--- config.mk ---
export PLATFORM = sky130hd
export DESIGN_NAME = iic_cond_gen
export DESIGN_NICKNAME = d
export VERILOG_FILES = /design/src/rtl/iic_cond_gen.sv
export SDC_FILE = /design/constraint.sdc
export NUM_CORES = 1
export LEC_CHECK = 0
export ABC_AREA = 1
export ABC_CLOCK_PERIOD_IN_PS = 1400
export CAP_MARGIN = 20
export CORE_MARGIN = 2
export CORE_UTILIZATION = 25
export DETAILED_ROUTE_END_ITERATION = 7
export PLACE_DENSITY = 0.41
export SETUP_SLACK_MARGIN = 0.05
export SYNTH_ARGS = -nofsm -noshare
export SYNTH_HDL_FRONTEND = slang
export SYNTH_SLANG_ARGS = --single-unit
--- constraint.sdc ---
create_clock -name clk -period 1.4 [get_ports clk]
set_input_delay 0.28 -clock clk [delete_from_list [all_inputs] [get_ports clk]]
set_output_delay 0.28 -clock clk [all_outputs]
set_load 0.02 [all_outputs]
--- src/rtl/iic_cond_gen.sv ---
// rtl/iic_cond_gen.sv - I2C START / repeated START / STOP condition generator
//
// Generates bus conditions for the byte-level I2C master controller using its
// own quarter-period timing. Each condition is a fixed sequence of phases, and
// every phase lasts Q = CLK_FREQ/(4*SCL_FREQ) clock cycles.
//
// Optional feature macro: IIC_CLK_STRETCH_EN
//   defined   : phases that release SCL wait at count 0 until synchronised SCL
//               reads high (slave clock stretching)
//   undefined : scl_i is unused and phases run purely on time
//
// Ports:
//   clk        in   system clock
//   rst_n      in   asynchronous active-low reset
//   cmd_valid  in   command request
//   cmd[1:0]   in   00 START, 01 RSTART, 10 STOP, 11 reserved
//   cmd_ready  out  idle, a command can be accepted
//   done       out  one-cycle pulse when a command completes
//   err        out  qualifies done: illegal command or arbitration lost
//   owned      out  this master holds the bus (START .. STOP)
//   scl_i      in   raw SCL pad level (asynchronous)
//   sda_i      in   raw SDA pad level (asynchronous)
//   scl_oe     out  1 = pull SCL low
//   sda_oe     out  1 = pull SDA low
`timescale 1ns/1ps

module iic_cond_gen #(
  parameter int CLK_FREQ = 100_000_000,
  parameter int SCL_FREQ = 100_000
) (
  input  logic       clk,
  input  logic       rst_n,
  input  logic       cmd_valid,
  input  logic [1:0] cmd,
  output logic       cmd_ready,
  output logic       done,
  output logic       err,
  output logic       owned,
  input  logic       scl_i,
  input  logic       sda_i,
  output logic       scl_oe,
  output logic       sda_oe
);

  localparam int Q  = CLK_FREQ / (4 * SCL_FREQ);
  localparam int CW = (Q >= 2) ? $clog2(Q) : 1;
  localparam logic [CW-1:0] CNT_LAST = CW'(Q - 1);

  localparam logic [1:0] CMD_START  = 2'b00;
  localparam logic [1:0] CMD_RSTART = 2'b01;
  localparam logic [1:0] CMD_STOP   = 2'b10;

  if (Q < 2) begin : g_bad_q
    $error("iic_cond_gen: CLK_FREQ/(4*SCL_FREQ) must be at least 2");
  end

  typedef enum logic [2:0] {
    IDLE = 3'd0,
    PH1  = 3'd1,
    PH2  = 3'd2,
    PH3  = 3'd3,
    PH4  = 3'd4,
    FIN  = 3'd5
  } state_t;

  state_t          state_q, state_d;
  logic [CW-1:0]   cnt_q, cnt_d;
  logic [1:0]      cmd_q, cmd_d;
  logic            owned_q, owned_d;
  logic            scl_oe_q, scl_oe_d;
  logic            sda_oe_q, sda_oe_d;
  logic            done_q, done_d;
  logic            err_q, err_d;
  logic [1:0]      sda_sync_q, sda_sync_d;

  logic            in_phase;
  logic            hold;
  logic            phase_end;
  logic            accept;
  logic            legal;

  assign cmd_ready = (state_q == IDLE) || (state_q == FIN);
  assign accept    = cmd_valid && cmd_ready;
  assign in_phase  = (state_q == PH1) || (state_q == PH2) ||
                     (state_q == PH3) || (state_q == PH4);

  // START needs a free bus (not owned); RSTART/STOP need ownership.
  assign legal = ((cmd == CMD_START) && !owned_q) ||
                 (((cmd == CMD_RSTART) || (cmd == CMD_STOP)) && owned_q);

`ifdef IIC_CLK_STRETCH_EN
  logic [1:0] scl_sync_q, scl_sync_d;

  always_comb begin
    scl_sync_d = {scl_sync_q[0], scl_i};
  end

  always_ff @(posedge clk or negedge rst_n) begin
    if (!rst_n) begin
      scl_sync_q <= 2'b11;
    end else begin
      scl_sync_q <= scl_sync_d;
    end
  end

  // While SCL is released but still reads low, a slave is stretching the
  // clock: keep the phase parked at count 0.
  assign hold = in_phase && !scl_oe_q && !scl_sync_q[1];
`else
  logic unused_scl;
  assign unused_scl = scl_i;
  assign hold       = 1'b0;
`endif

  assign phase_end = (cnt_q == CNT_LAST) && !hold;

  always_comb begin
    state_d    = state_q;
    cmd_d      = cmd_q;
    owned_d    = owned_q;
    scl_oe_d   = scl_oe_q;
    sda_oe_d   = sda_oe_q;
    done_d     = 1'b0;
    err_d      = 1'b0;
    sda_sync_d = {sda_sync_q[0], sda_i};

    if (in_phase && !hold && !phase_end) begin
      cnt_d = cnt_q + 1'b1;
    end else begin
      cnt_d = '0;
    end

    case (state_q)
      IDLE, FIN: begin
        if (accept) begin
          cmd_d = cmd;
          if (legal) begin
            state_d = PH1;
            case (cmd)
              CMD_START: begin
                // S1: both released while the bus is checked for idle
                scl_oe_d = 1'b0;
                sda_oe_d = 1'b0;
              end
              CMD_RSTART: begin
                // R1: SDA released under a low SCL
                scl_oe_d = 1'b1;
                sda_oe_d = 1'b0;
              end
              default: begin
                // P1: both low
                scl_oe_d = 1'b1;
                sda_oe_d = 1'b1;
              end
            endcase
          end else begin
            // Illegal command: no phases, lines untouched
            state_d = FIN;
            done_d  = 1'b1;
            err_d   = 1'b1;
          end
        end else if (state_q == FIN) begin
          state_d = IDLE;
        end
      end

      PH1: begin
        if (phase_end) begin
          if (cmd_q == CMD_START) begin
            if (!sda_sync_q[1]) begin
              // Someone else holds SDA: lost arbitration, stay off the bus
              state_d  = FIN;
              done_d   = 1'b1;
              err_d    = 1'b1;
              scl_oe_d = 1'b0;
              sda_oe_d = 1'b0;
            end else begin
              state_d  = PH2;
              sda_oe_d = 1'b1;   // start edge
            end
          end else begin
            state_d  = PH2;
            scl_oe_d = 1'b0;     // R2 / P2: SCL released
          end
        end
      end

      PH2: begin
        if (phase_end) begin
          state_d = PH3;
          case (cmd_q)
            CMD_START:  scl_oe_d = 1'b1;   // S3
            CMD_RSTART: sda_oe_d = 1'b1;   // R3: repeated start edge
            default:    sda_oe_d = 1'b0;   // P3: stop edge
          endcase
        end
      end

      PH3: begin
        if (phase_end) begin
          case (cmd_q)
            CMD_START: begin
              state_d = FIN;
              done_d  = 1'b1;
              owned_d = 1'b1;
            end
            CMD_RSTART: begin
              state_d  = PH4;
              scl_oe_d = 1'b1;             // R4
            end
            default: begin
              state_d = FIN;
              done_d  = 1'b1;
              owned_d = 1'b0;
            end
          endcase
        end
      end

      PH4: begin
        if (phase_end) begin
          state_d = FIN;
          done_d  = 1'b1;
        end
      end

      default: begin
        state_d = IDLE;
      end
    endcase
  end

  always_ff @(posedge clk or negedge rst_n) begin
    if (!rst_n) begin
      state_q    <= IDLE;
      cnt_q      <= '0;
      cmd_q      <= CMD_START;
      owned_q    <= 1'b0;
      scl_oe_q   <= 1'b0;
      sda_oe_q   <= 1'b0;
      done_q     <= 1'b0;
      err_q      <= 1'b0;
      sda_sync_q <= 2'b11;
    end else begin
      state_q    <= state_d;
      cnt_q      <= cnt_d;
      cmd_q      <= cmd_d;
      owned_q    <= owned_d;
      scl_oe_q   <= scl_oe_d;
      sda_oe_q   <= sda_oe_d;
      done_q     <= done_d;
      err_q      <= err_d;
      sda_sync_q <= sda_sync_d;
    end
  end

  assign done   = done_q;
  assign err    = err_q;
  assign owned  = owned_q;
  assign scl_oe = scl_oe_q;
  assign sda_oe = sda_oe_q;

endmodule

==> flow_summary.ini <==
[synthesis]
synth.avg_cell_area_um2 = 7.42
synth.top_cell.area_share_pct = 36.8
syn_area_um2 = 1220
netlist_top_cells_area = dfrtp_1 37%, nand2_1 12%, nor2_1 6.4%
ys_ff_latch = 20
synth.distinct_cells = 22
post-synth-top-area-cell = dfrtp_1
yosys_warnings = 0
synthCells = 165
synth-seq-area-share_pct = 41.1
syn_nets = 176

[setup_path]
path_cells = inv_2 -> nand2_1 -> nand2_2 -> nand2_2 -> inv_2 -> buf_6
crit_buf_inv = 3
critPathArrivalTime_ps = 1090
max_stage_delay_ps = 400
r2r-start = cnt_q[1]
cp_slowest_cell = dfrtp_1
crit_type = reg -> out
r2r_slack_ps = 60
cp.required_ps = 1120
cp-end-kind = primary output
cp-start-kind = register
cp_top_family = flip-flops
reg2reg_depth = 10
r2r-end = state_q[2]
critPathMaxFanout = 3

[floorplanning]
die_w_um = 74.0
start_util_pct = 25.9
die_h_um = 74.0
die_area_um2 = 5480
num_io_pins = 13
core_area_um2 = 4720
rows = 25

[sta]
drv_slew = 0
fmax_mhz = 730
worst_clock_skew_ps = 3.65
slew_headroom_pct = 76.8
tightest_slew_ps = 348
rsz0062_at_grt = yes
fin_hold_ws_ps = 350
finalHoldViolations = 0
fin_crit_ps = 1370
finalCritPeriodShare_pct = 97.9
setup_viol_count_final = 0

[cells_and_area]
layout_common_cells = 33 x nand2_1, 22 x buf_4, 18 x dfrtp_1
n_antenna_cell = 0
final_common_cell = nand2_1
syn2layout_area_growth_pct = 43.0
n_fill_cell = 518
final_util_pct = 37.1
stdcell_area_um2 = 1750
drive_above_1_share_pct = 37.4
final_nets = 215

[global_route]
grt_util_all_layers_pct = 11.6
grt_pass1_vias = 1136
grt_pass1_wl_um = 4890
antenna_found_initial = 0
grt_max_degree = 21
globalRouteOverflowTotal = 0

[detailed_routing]
routedWlPerCell_um = 11.0
drcViolationCount = 0
via_per_inst = 4.30
detail-route-antenna-nets = 0
dr.pass1.iters = 4
routed_wl_um = 2970
dr.first_iter.drc_count = 43
via_count = 1160

[clock_network]
cts-root-buf = clkbuf_8
cts_tree = done
clk_path_buf_depth = 2
ctsHtreeMaxLevel = 1
cts_inserted_buffers = 3
cts_hold_buf = 0
clk_latency_ps = 260
cts_num_sinks = 20
path_clk_slew_ps = 80

[power]
p_total_uw = 3350
powerDensity_nw_per_um2 = 1910
vdd_drop_max_mv = 0.578
leakage_uw = 0.000856

[outcome]
status = complete, no violations

[placement]
dp_hpwl_um = 2300
port-buffer-count = 11
place_area_um2 = 1580
place_congestion = 0.782

[job]
cap_viol_max_count = 0

[min_path]
hp-class = in -> async
## worst max-delay path by stage
stage / from / end / slack, ps / depth (start not counted)
after detailed placement: cmd[0] / sda_oe / -470 / 12
after global routing: cnt_q[1] / state_q[0] / -60 / 10
final: state_q[1] / cmd_ready / 30 / 6
after floorplan: cnt_q[1] / state_q[2] / 110 / 9
after global placement: cmd[0] / sda_oe / -410 / 12
after CTS: state_q[1] / cmd_ready / 10 / 6
## repair_timing
action                                  in CTS  in global routing
endpoints found under the setup margin      13                 17
resized for setup                           24                 26
buffers inserted                             1                  1
gates cloned                                 0                  0
endpoints found under the hold margin        0                  0
pin swaps                                   12                 11
## synthesized netlist by cell type
| library cell | number |
|---|---|
| nor3_1 | 1 |
| o211ai_1 | 2 |
| o21ai_0 | 7 |
| nor2_1 | 21 |
| dfrtp_1 | 18 |
| nor2_2 | 4 |
| o21ai_1 | 1 |
| nand3_1 | 13 |
| nand2_2 | 6 |
| nor3b_1 | 3 |
| nand2_4 | 2 |
| nor2_4 | 2 |
| ha_1 | 4 |
| inv_1 | 19 |
| nand3_2 | 2 |
| dfstp_2 | 2 |
| inv_2 | 7 |
| o21ai_2 | 2 |
| xnor2_1 | 1 |
| nand2_1 | 40 |
| a21oi_1 | 5 |
| nand4_1 | 3 |
## state kept, by name (all words and copies together), names as in the netlist, 2 cells and up
register    flops
cnt_q           8
state_q         3
sda_sync_q      2
cmd_q           2
## per-layer routing
layer	global-route usage, %	wire length, um	part of all wire [%]	up-vias
met5	0	0	0	-
met4	3.23	35	1.2	0
met3	2.71	119	4.0	4
met2	20.4	1520	51	19
met1	14.1	1300	44	538
li1	-	-	-	599
## cell families after synthesis
group / count (synthesis) / share of synthesized area, %
AOI/OAI and AO/OA: 17 / 7.97
xor gates and xnor gates: 1 / 0.715
adders and majority gates: 4 / 4.09
buffers and inverters: 26 / 7.97
DFF: 20 / 41.1
and+or+nand+nor: 97 / 38.2
## final cells by class
type	count	area (um^2)	share of cell area [%]
clock buffer	4	45.0	2.57
inverter	26	100	5.71
multi-input combinational	119	741	42.3
sequential	20	503	28.7
tap	67	83.8	4.79
timing repair buffer	34	279	15.9
## metrics by stage
step,cells,TNS (ps),setup slack [ps]
after floorplan,165,0,109
after global placement,264,-1800,-412
after detailed placement,264,-1970,-471
after CTS,269,0,12.9
after global routing,270,-214,-61.3
final,270,0,29.8
## power breakdown
part,total [uW],leakage [uW],switching [uW],internal (uW)
Sequential,855,0.000258,118,737
Clock,408,0.0000228,205,203
Combinational,2080,0.000576,1230,860
Total,3350,0.000856,1550,1800
Note: power is estimated with default switching activity, not from simulation.
